## config.mk

```make
export PLATFORM = sky130hd
export DESIGN_NAME = axi_sft_crossbar_rresp
export DESIGN_NICKNAME = d
export VERILOG_FILES = /design/src/rtl/axi_sft_pkg.sv /design/src/rtl/axi_tmr_simple_voter.sv /design/src/rtl/axi_sft_crossbar_rresp.sv
export SDC_FILE = /design/constraint.sdc
export NUM_CORES = 1
export LEC_CHECK = 0
export CORE_ASPECT_RATIO = 0.6
export CORE_MARGIN = 5
export CORE_UTILIZATION = 38
export CTS_BUF_LIST = sky130_fd_sc_hd__clkbuf_8 sky130_fd_sc_hd__clkbuf_16
export DETAILED_ROUTE_END_ITERATION = 12
export HOLD_SLACK_MARGIN = 0.02
export PLACE_DENSITY = 0.94
export RECOVER_POWER = 100
export SETUP_SLACK_MARGIN = 0.3
export SLEW_MARGIN = 10
export SYNTH_ARGS = -nofsm -noshare
export SYNTH_HDL_FRONTEND = slang
export SYNTH_SLANG_ARGS = --single-unit
```

## constraint.sdc

```tcl
create_clock -name clk -period 3.6 [get_ports clk]
set_input_delay 0.9 -clock clk [delete_from_list [all_inputs] [get_ports clk]]
set_output_delay 0.9 -clock clk [all_outputs]
set_load 0.005 [all_outputs]
```

## src/rtl/axi_sft_pkg.sv

```systemverilog
// rtl/axi_sft_pkg.sv - shared types and constants for the AXI crossbar read-response path
// Purpose: RRESP codes, the read-response FSM state enum and width helpers.
// Ports: none (package).
package axi_sft_pkg;

  localparam logic [1:0] RRESP_OKAY   = 2'b00;
  localparam logic [1:0] RRESP_DECERR = 2'b11;

  // Beat counter covers ARLEN 0..255 without wrapping before the last beat.
  localparam int BEAT_CNT_W = 8;

  typedef enum logic [1:0] {
    ST_IDLE = 2'd0,
    ST_FWD  = 2'd1,
    ST_DERR = 2'd2
  } rresp_state_t;

  localparam int STATE_W = $bits(rresp_state_t);

  // Index width for n items; never below one bit.
  function automatic int sel_width(input int n);
    return (n > 1) ? $clog2(n) : 1;
  endfunction

endpackage

```

## src/rtl/axi_tmr_simple_voter.sv

```systemverilog
// rtl/axi_tmr_simple_voter.sv - bitwise 2-of-3 majority voter
// Purpose: votes three redundant register copies into one value.
// Ports:
//   d0, d1, d2  in   WIDTH  redundant copies
//   q           out  WIDTH  bitwise majority
module axi_tmr_simple_voter #(
  parameter int WIDTH = 1
) (
  input  logic [WIDTH-1:0] d0,
  input  logic [WIDTH-1:0] d1,
  input  logic [WIDTH-1:0] d2,
  output logic [WIDTH-1:0] q
);

  assign q = (d0 & d1) | (d1 & d2) | (d0 & d2);

endmodule

```

## src/rtl/axi_sft_crossbar_rresp.sv

```systemverilog
// rtl/axi_sft_crossbar_rresp.sv - crossbar slave-port read-response return path
// Purpose: round-robin arbitration of R bursts from the master interfaces back to
//   slave port S, DECERR burst generation for unmapped reads, and a completion
//   pulse to the decoder's thread tracker.
// Ports:
//   clk, rst_n                          clock, asynchronous active-low reset
//   rc_valid/rc_decerr/rc_id/rc_len     decoder read command (decerr path)
//   rc_ready                            command accepted
//   m_axi_rid/rdata/rresp/rlast/rvalid  per-master R channels (flattened)
//   m_axi_rready                        per-master RREADY, one-hot or zero
//   s_axi_rid/rdata/rresp/rlast/rvalid  slave-port R channel
//   s_axi_rready                        slave-port RREADY
//   s_cpl_id, s_cpl_valid               completion of a finished burst
//   tmr_mismatch                        pulse when redundant copies disagree
// Configuration: define AXI_SFT_RRESP_TMR_EN to triplicate state, grant, rr_ptr
//   and the beat counter with majority-vote scrubbing.
module axi_sft_crossbar_rresp
  import axi_sft_pkg::*;
#(
  parameter int S          = 0,
  parameter int S_COUNT    = 4,
  parameter int M_COUNT    = 4,
  parameter int DATA_WIDTH = 32,
  parameter int ID_WIDTH   = 8,
  parameter logic [M_COUNT*S_COUNT-1:0] M_CONNECT = {M_COUNT*S_COUNT{1'b1}}
) (
  input  logic                       clk,
  input  logic                       rst_n,
  input  logic                       rc_valid,
  input  logic                       rc_decerr,
  input  logic [ID_WIDTH-1:0]        rc_id,
  input  logic [7:0]                 rc_len,
  output logic                       rc_ready,
  input  logic [M_COUNT*ID_WIDTH-1:0]   m_axi_rid,
  input  logic [M_COUNT*DATA_WIDTH-1:0] m_axi_rdata,
  input  logic [M_COUNT*2-1:0]          m_axi_rresp,
  input  logic [M_COUNT-1:0]            m_axi_rlast,
  input  logic [M_COUNT-1:0]            m_axi_rvalid,
  output logic [M_COUNT-1:0]            m_axi_rready,
  output logic [ID_WIDTH-1:0]        s_axi_rid,
  output logic [DATA_WIDTH-1:0]      s_axi_rdata,
  output logic [1:0]                 s_axi_rresp,
  output logic                       s_axi_rlast,
  output logic                       s_axi_rvalid,
  input  logic                       s_axi_rready,
  output logic [ID_WIDTH-1:0]        s_cpl_id,
  output logic                       s_cpl_valid,
  output logic                       tmr_mismatch
);

  localparam int GW = sel_width(M_COUNT);
  localparam int VW = STATE_W + 2 * GW + BEAT_CNT_W;

  rresp_state_t          state_q, state_d;
  logic [GW-1:0]         grant_q, grant_d;
  logic [GW-1:0]         rr_q, rr_d;
  logic [BEAT_CNT_W-1:0] cnt_q, cnt_d;

  // All protected state travels as one vector so both builds share the FSM code.
  logic [VW-1:0] vec_d, vec_q;

  assign vec_d   = {state_d, grant_d, rr_d, cnt_d};
  assign state_q = rresp_state_t'(vec_q[VW-1 -: STATE_W]);
  assign grant_q = vec_q[2*GW+BEAT_CNT_W-1 -: GW];
  assign rr_q    = vec_q[GW+BEAT_CNT_W-1 -: GW];
  assign cnt_q   = vec_q[BEAT_CNT_W-1:0];

  logic [ID_WIDTH-1:0] derr_id_q;
  logic [7:0]          derr_len_q;
  logic [M_COUNT-1:0]  conn, req;
  logic                last_hs;

  // First requester at or above ptr, wrapping at M_COUNT.
  function automatic logic [GW-1:0] rr_pick(input logic [M_COUNT-1:0] r,
                                            input logic [GW-1:0] ptr);
    logic [GW-1:0] sel;
    logic          found;
    int            idx;
    sel   = '0;
    found = 1'b0;
    for (int i = 0; i < M_COUNT; i++) begin
      idx = (int'(ptr) + i) % M_COUNT;
      if (!found && r[idx]) begin
        sel   = GW'(idx);
        found = 1'b1;
      end
    end
    return sel;
  endfunction

  always_comb begin
    conn = '0;
    for (int m = 0; m < M_COUNT; m++) begin
      conn[m] = M_CONNECT[m*S_COUNT+S];
    end
  end

  assign req     = m_axi_rvalid & conn;
  assign last_hs = s_axi_rvalid & s_axi_rready & s_axi_rlast;

  // State register
`ifdef AXI_SFT_RRESP_TMR_EN
  logic [VW-1:0] tmr_q0, tmr_q1, tmr_q2;

  // Every copy reloads from next-state logic fed by the voted value, so a
  // single upset copy is overwritten on the following edge.
  always_ff @(posedge clk or negedge rst_n) begin
    if (!rst_n) begin
      tmr_q0 <= '0;
      tmr_q1 <= '0;
      tmr_q2 <= '0;
    end else begin
      tmr_q0 <= vec_d;
      tmr_q1 <= vec_d;
      tmr_q2 <= vec_d;
    end
  end

  axi_tmr_simple_voter #(
    .WIDTH(VW)
  ) u_voter (
    .d0(tmr_q0),
    .d1(tmr_q1),
    .d2(tmr_q2),
    .q (vec_q)
  );

  assign tmr_mismatch = |((tmr_q0 ^ tmr_q1) | (tmr_q1 ^ tmr_q2));
`else
  logic [VW-1:0] reg_q;

  always_ff @(posedge clk or negedge rst_n) begin
    if (!rst_n) begin
      reg_q <= '0;
    end else begin
      reg_q <= vec_d;
    end
  end

  assign vec_q        = reg_q;
  assign tmr_mismatch = 1'b0;
`endif

  // Next-state logic
  always_comb begin
    state_d = state_q;
    grant_d = grant_q;
    rr_d    = rr_q;
    cnt_d   = cnt_q;
    case (state_q)
      ST_IDLE: begin
        // A pending decoder command takes priority over R arbitration.
        if (rc_valid) begin
          if (rc_decerr) begin
            state_d = ST_DERR;
            cnt_d   = '0;
          end
        end else if (|req) begin
          grant_d = rr_pick(req, rr_q);
          state_d = ST_FWD;
        end
      end
      ST_FWD: begin
        if (last_hs) begin
          state_d = ST_IDLE;
          rr_d    = (int'(grant_q) == M_COUNT - 1) ? '0 : grant_q + GW'(1);
        end
      end
      ST_DERR: begin
        if (s_axi_rvalid && s_axi_rready) begin
          if (cnt_q == derr_len_q) begin
            state_d = ST_IDLE;
            cnt_d   = '0;
          end else begin
            cnt_d = cnt_q + BEAT_CNT_W'(1);
          end
        end
      end
      default: begin
        state_d = ST_IDLE;
      end
    endcase
  end

  // Output logic: depends on registered state only, so s_axi_rvalid never
  // sees s_axi_rready combinationally.
  always_comb begin
    rc_ready     = 1'b0;
    m_axi_rready = '0;
    s_axi_rid    = '0;
    s_axi_rdata  = '0;
    s_axi_rresp  = RRESP_OKAY;
    s_axi_rlast  = 1'b0;
    s_axi_rvalid = 1'b0;
    case (state_q)
      ST_IDLE: begin
        rc_ready = rc_valid;
      end
      ST_FWD: begin
        for (int m = 0; m < M_COUNT; m++) begin
          if (grant_q == GW'(m)) begin
            s_axi_rid       = m_axi_rid[m*ID_WIDTH +: ID_WIDTH];
            s_axi_rdata     = m_axi_rdata[m*DATA_WIDTH +: DATA_WIDTH];
            s_axi_rresp     = m_axi_rresp[m*2 +: 2];
            s_axi_rlast     = m_axi_rlast[m];
            s_axi_rvalid    = m_axi_rvalid[m];
            m_axi_rready[m] = s_axi_rready;
          end
        end
      end
      ST_DERR: begin
        s_axi_rvalid = 1'b1;
        s_axi_rid    = derr_id_q;
        s_axi_rresp  = RRESP_DECERR;
        s_axi_rlast  = (cnt_q == derr_len_q);
      end
      default: ;
    endcase
  end

  // Failed-read command capture
  always_ff @(posedge clk or negedge rst_n) begin
    if (!rst_n) begin
      derr_id_q  <= '0;
      derr_len_q <= '0;
    end else if (state_q == ST_IDLE && rc_valid && rc_decerr) begin
      derr_id_q  <= rc_id;
      derr_len_q <= rc_len;
    end
  end

  // Completion pulse one cycle after any last-beat handshake
  always_ff @(posedge clk or negedge rst_n) begin
    if (!rst_n) begin
      s_cpl_valid <= 1'b0;
      s_cpl_id    <= '0;
    end else begin
      s_cpl_valid <= last_hs;
      if (last_hs) begin
        s_cpl_id <= s_axi_rid;
      end
    end
  end

endmodule

```

=== Word level (Yosys, flattened, before mapping) ===
Index checks and enable logic that the tools add are counted.

* Add/sub/neg operators: 5
* Multipliers: 0
* Divide/modulo/power cells: 0
* $lt $le $gt $ge: 4
* Equality and inequality tests: 14
* Shifts and indexed selects: 0
* Multiplexer cells: 71
* Bitwise operators: 6
* Reduce and logical (&&, ||, !) cells: 20

{| class="wikitable"
|+ Operator list
! cell !! number
|-
| 32-bit two-way mux || 5
|-
| 8-bit two-way mux || 8
|-
| 1-bit two-way mux || 32
|-
| 8-bit one-hot mux with 2 select lines || 2
|-
| 2-bit two-way mux || 15
|-
| 3-bit by 4-bit < comparator with 1-bit output, second input constant || 3
|-
| 2-bit inequality test, second input constant || 5
|-
| 8-bit by 1-bit adder with 8-bit output, second input constant || 1
|-
| 1-bit binary-select mux with 2-bit select || 4
|-
| 8-bit equality test || 1
|-
| 2-bit by 1-bit equality test with 1-bit output, second input constant || 3
|-
| 2-bit equality test, second input constant || 3
|-
| 1-bit logical AND || 6
|-
| 3-bit inequality test, second input constant || 2
|-
| 2-bit one-hot mux with 3 select lines || 1
|-
| 2-bit OR reduction || 3
|-
| 5-bit AND reduction || 1
|-
| 2-bit by 1-bit adder with 2-bit output, second input constant || 2
|-
| 2-bit adder, second input constant || 2
|-
| 2-bit logical NOT || 2
|-
| 4-bit two-way mux || 1
|-
| 1-bit one-hot mux with 2 select lines || 2
|-
| 2-bit one-hot mux with 2 select lines || 1
|-
| 4-bit AND reduction || 1
|-
| other kinds (9) || 14
|}

* Register bits: 39
* Bits in latches: 0
* Memory bits (writable): 0
* ROM bits: 0
* Bits of input ports: 197
* Word-level logic and storage cells: 128
* Memories: 0

=== Logic depth before layout (Yosys ltp) ===
Gate-level depths: netlist of run 1.

* Depth in word-level cells: 21
* Depth in mapped cells: 10

=== Worst setup path after synthesis of run 1 ===
OpenSTA, ideal clock, no wires.

* Path type: reg2out
* From: register reg_q[10]
* To: output s_axi_rdata[10]
* Data arrival time: 1,848 ps
* Data required time: 2,700 ps
* Slack: 852 ps
* Stages on the path, launching flop included: 10
* Buffers on the path: 3
* Cells stage by stage: dfrtp_1 > ha_1 > buf_6 > nor2b_1 > buf_2 > buf_2 > a221oi_1 > nor3_1 > a21oi_1 > nor2_1

* Longest elaborated chain between the ends: 6
* Elaborated cells on any way between the ends: 9
* Those cells by class: 3 x eq/ne; 5 x mux; 1 x reduce/logical

{| class="wikitable"
|+ Ends and longest elaborated chain
! what !! RTL line !! RTL
|-
| start, declared || axi_sft_crossbar_rresp.sv:130 || <nowiki>logic [VW-1:0] reg_q;</nowiki>
|-
| start signal, assigned || axi_sft_crossbar_rresp.sv:136 || <nowiki>reg_q <= vec_d;</nowiki>
|-
| 2-bit logical NOT || axi_sft_crossbar_rresp.sv:201 || <nowiki>if (grant_q == GW'(m)) begin</nowiki>
|-
| 32-bit two-way mux (3 in series) || axi_sft_crossbar_rresp.sv:201 ||
|-
| 32-bit two-way mux * || axi_sft_crossbar_rresp.sv:201 ||
|-
| 32-bit two-way mux * || axi_sft_crossbar_rresp.sv:195 || <nowiki>case (state_q)</nowiki>
|-
| end, declared || axi_sft_crossbar_rresp.sv:41 || <nowiki>output logic [DATA_WIDTH-1:0] s_axi_rdata,</nowiki>
|}

Every way passes the cells marked *; elsewhere a longest branch is shown, timed or not.

=== Worst setup path in the final report of run 1 ===
* From: register reg_q[10]
* To: register s_cpl_id[7]

* Longest elaborated chain between the ends: 8
* Elaborated cells on any way between the ends: 21
* Those cells by class: 3 x eq/ne; 15 x mux; 2 x bitwise; 1 x reduce/logical

{| class="wikitable"
|+ Ends and longest elaborated chain
! what !! RTL line !! RTL
|-
| 2-bit logical NOT || axi_sft_crossbar_rresp.sv:201 ||
|-
| 1-bit two-way mux (4 in series) || axi_sft_crossbar_rresp.sv:201 ||
|-
| 1-bit one-hot mux with 2 select lines || axi_sft_crossbar_rresp.sv:195 ||
|-
| 1-bit bitwise AND (2 in series) || axi_sft_crossbar_rresp.sv:99 || <nowiki>assign last_hs = s_axi_rvalid & s_axi_rready & s_axi_rlast;</nowiki>
|-
| end signal, assigned || axi_sft_crossbar_rresp.sv:240 || <nowiki>s_cpl_id <= s_axi_rid;</nowiki>
|-
| end, declared || axi_sft_crossbar_rresp.sv:46 || <nowiki>output logic [ID_WIDTH-1:0] s_cpl_id,</nowiki>
|}

Parallel ways exist; a longest one is shown, timed or not.
A chain may end at the register's enable or synchronous reset.

==> run metrics, run 1 <==
Switching Fraction=43.4%; CP Depth=21; status=finished, violations left; Psw=0.00236 W; core box area=9120 sq um; max-capacitance violation count=1; Longest Clk Path Bufs=2; sequential-to-total area share from yosys stat=27.6%; Crit path max-delay family=buffers and inverters; Worst Tran Pin Value=2.15 ns; largest family of logic cells by synthesized area=compound AO/OA/AOI/OAI gates; GP Congestion=0.905; crit path launch type=flip-flop; simple-gate share of the synthesized area=25.2%; fin area=7310 sq um; Skew-Pair Late Insertion Delay=0.30 ns; Sink Count=39; synthesized area=3530 sq um; Crit path top cell by count=buf_6; placed instance area=6210 sq um; Routed Antenna Nets=0; Critical Path Max Stage Delay=0.47 ns; Worst Path Max Fanout=6; Seq pwr share=13.8%; reg2reg start=reg_q[10]$_DFFE_PN0P_; CP required=3.81 ns; Int Pwr=0.00307 W; clk_skew=0.0124 ns; Mapped Cells=442; Syn-to-layout area delta=107%; Tot Pwr=0.00543 W; area of the die=11400 sq um; vias=5203; residual DRC count=0; Nets=951; Rows=27; VDD IR max=0.430 mV; Slew Viols, Final=40; H-tree levels=2; worst path cell trace=inv_2, buf_6, buf_12, ha_4, buf_6, a211oi_4, a211oi_4, nand2_1, buf_6, buf_6, buf_6, buf_4, buf_6, buf_6, buf_6, buf_6, buf_6, buf_6, a21boi_4, clkbuf_1, mux2i_1; top_reg_cell synth=dfrtp_1; global-route wire length before repair=27200 um; Period minus WS final=3.58 ns; Post-Synth Adder-Cell Area=2.83%; Leak Pwr=3.26 nW; Avg Cell Area, Syn=7.99 sq um; Synth Area in XOR/XNOR=1.98%; failing checks=capacitance limit, slew limit; critical path arrival=3.79 ns; RSZ-0062 raised after global routing=true; DRT Pass-1 Iters=5; clock power share=9.0%; final setup margin=0.0247 ns; R2R Path End=s_cpl_id[7]$_DFFE_PN0P_; largest net degree at the start of global routing=49; Synth warnings=0; layout cell share with drive strength beyond 1=22.1%; compound-cell area share of the yosys netlist=27.2%; Distinct cells, synth=49; R2R depth=21; Pwr per Cell Area=744 nW/um^2; die width=134 um; CTS clk-pin slew, worst paths=0.07 ns; HPWL Detailed=13100 um; Die Y=84.7 um; Initial Util=38.7%; Hold Path Class=flip-flop to flip-flop; Gate power share=77.2%; total CTS buffers=5; Worst Setup SP=reg_q[10]$_DFFE_PN0P_; Peak Freq=280 MHz; Crit-path slowest cell=dfrtp_2; Final setup viols=0; FF-to-FF setup slack=0.02 ns; Worst Setup EP=s_cpl_id[7]$_DFFE_PN0P_; crit path capture type=flip-flop; post-synthesis register bit count=39; WL per Instance=24.3 um; CTS tree=done; FFs w/ async S/R, synth=100%; crit path buf inv count=15; 1st-iter DRT viols=522; final wirelength=21000 um; # IOs=256; Place WS=-0.0213 ns; EDFF count, synth=0; Worst Hold Slack=0.514 ns; vias in the first global route=5136; grt total ovfl=0; drt via density=6.03; period utilization=99.3%; IO Port Bufs=254; CTS Root Buffer Type=clkbuf_16; CP Class=flip-flop to flip-flop; nets in the synthesized netlist=647; Hold Buf Count CTS=0; All-Layer GR Usage=29.9%; diode count=0; max_slew headroom=-43.3%; Final Hold Fails=0; mux cell area share after synthesis=8.57%; initial antenna violation count=0
cells in the mapped netlist (all sizes together) (11+ instances only):
library cell  number  area (sq um)
a21oi             39           195
a221oi            34           298
a22oi             11          82.6
buf               14          73.8
clkbuf            25          93.8
dfrtp             39           976
inv               15          56.3
mux2              18           203
nand2             24          90.1
nor2              34           128
nor2b             46           288
nor3              33           165
o21ai             22           110
kinds of logic after synthesis:
| group | count (synthesis) |
|---|---|
| multiplexers | 28 |
| flip-flops | 39 |
| AND/OR/NAND/NOR | 167 |
| AO/OA/AOI/OAI | 136 |
| XOR/XNOR | 8 |
| other | 1 |
| buffers and inverters | 55 |
| adder cells (fa/ha/maj) | 8 |
per-layer routing:
layer  share of wire, %  vias up  track usage [%]
li1                   -     2244                -
met5                  0        -                0
met3                9.1       95             7.43
met2                 50      373             53.8
met1                 36     2491             35.5
met4                4.6        0             8.23
cell type report:
cell class	count	area, sq um
Inverter	16	60.1
Multi-Input combinational cell	348	2620
Clock inverter	1	7.51
Timing Repair Buffer	336	3340
Tap cell	116	145
Clock buffer	7	153
Fill cell	561	1820
Sequential cell	39	977
worst min-delay path by stage:
stage | startpoint | end | slack, ns | cells after the start
final | derr_id_q[6]$_DFFE_PN0P_ | derr_id_q[6]$_DFFE_PN0P_ | 0.51 | 1
after global routing | derr_id_q[6]$_DFFE_PN0P_ | derr_id_q[6]$_DFFE_PN0P_ | 0.52 | 1
after CTS | derr_id_q[1]$_DFFE_PN0P_ | derr_id_q[1]$_DFFE_PN0P_ | 0.51 | 1
after detailed placement | derr_id_q[6]$_DFFE_PN0P_ | derr_id_q[6]$_DFFE_PN0P_ | 0.49 | 1
after global placement | derr_id_q[5]$_DFFE_PN0P_ | derr_id_q[5]$_DFFE_PN0P_ | 0.49 | 1
after floorplan | derr_id_q[7]$_DFFE_PN0P_ | derr_id_q[7]$_DFFE_PN0P_ | 0.48 | 1
metrics by stage:
step / cells / util (%) / TNS [ns]
6_report: 863 / 80.1 / 0
5_1_grt: 863 / 80.1 / 0
4_1_cts: 837 / 74.1 / 0
3_5_place_dp: 788 / 68.1 / -0.0213
3_3_place_gp: 788 / 68.1 / 0
2_1_floorplan: 442 / - / 0
flip-flops by register name (all words and copies together), names as in the netlist:
| name | flops |
|---|---|
| derr_id_q | 8 |
| reg_q | 14 |
| s_cpl_id | 8 |
| derr_len_q | 8 |
| s_cpl_valid | 1 |
cells in the final DEF, fill, tap and decap left out, types with 4 or more instances in the layout:
cell and instances:
xor2_1 8, o21ai_2 4, a221oi_1 21, dfrtp_1 38, clkbuf_2 5, nand3_1 5, buf_4 54, a22oi_1 5
clkbuf_16 7, o21ai_0 15, dlygate4sd3_1 16, or4_1 4, clkdlybuf4s15_1 5, a221oi_2 10, nor2b_1 43, clkdlybuf4s25_1 5
nor2_1 33, nand2_1 23, nand2b_1 4, a21oi_1 39, dlygate4sd2_1 14, a22oi_2 6, inv_1 13, and3_1 7
nor3_2 6, mux2i_1 9, dlymetal6s2s_1 20, a222oi_1 8, nor3_1 27, clkdlybuf4s50_1 188, buf_12 5, buf_6 17
mux2_2 17
power groups by stage:
stage               Sequential (W)  Clock (W)  Combinational (W)
floorplan                 0.000701          0            0.00169
global placement          0.000720          0            0.00282
detailed placement        0.000741          0            0.00291
CTS                       0.000731   0.000486            0.00338
global route              0.000766   0.000512            0.00444
finish                    0.000749   0.000488            0.00420
repair_timing:
action | in CTS | in global routing
resized for setup | 48 | 115
endpoints found under the setup margin | 41 | 50
pin swaps | 16 | 21
gates cloned | 1 | 4
setup buffers | 40 | 22
Power figures use the tool's default switching activity.
==> run 2, diff against run 1 <==
SKIP_LAST_GASP = 1   (was not set)
==> results of run 2 <==
The final DEF is identical to that of run 1; final timing and power are the same.
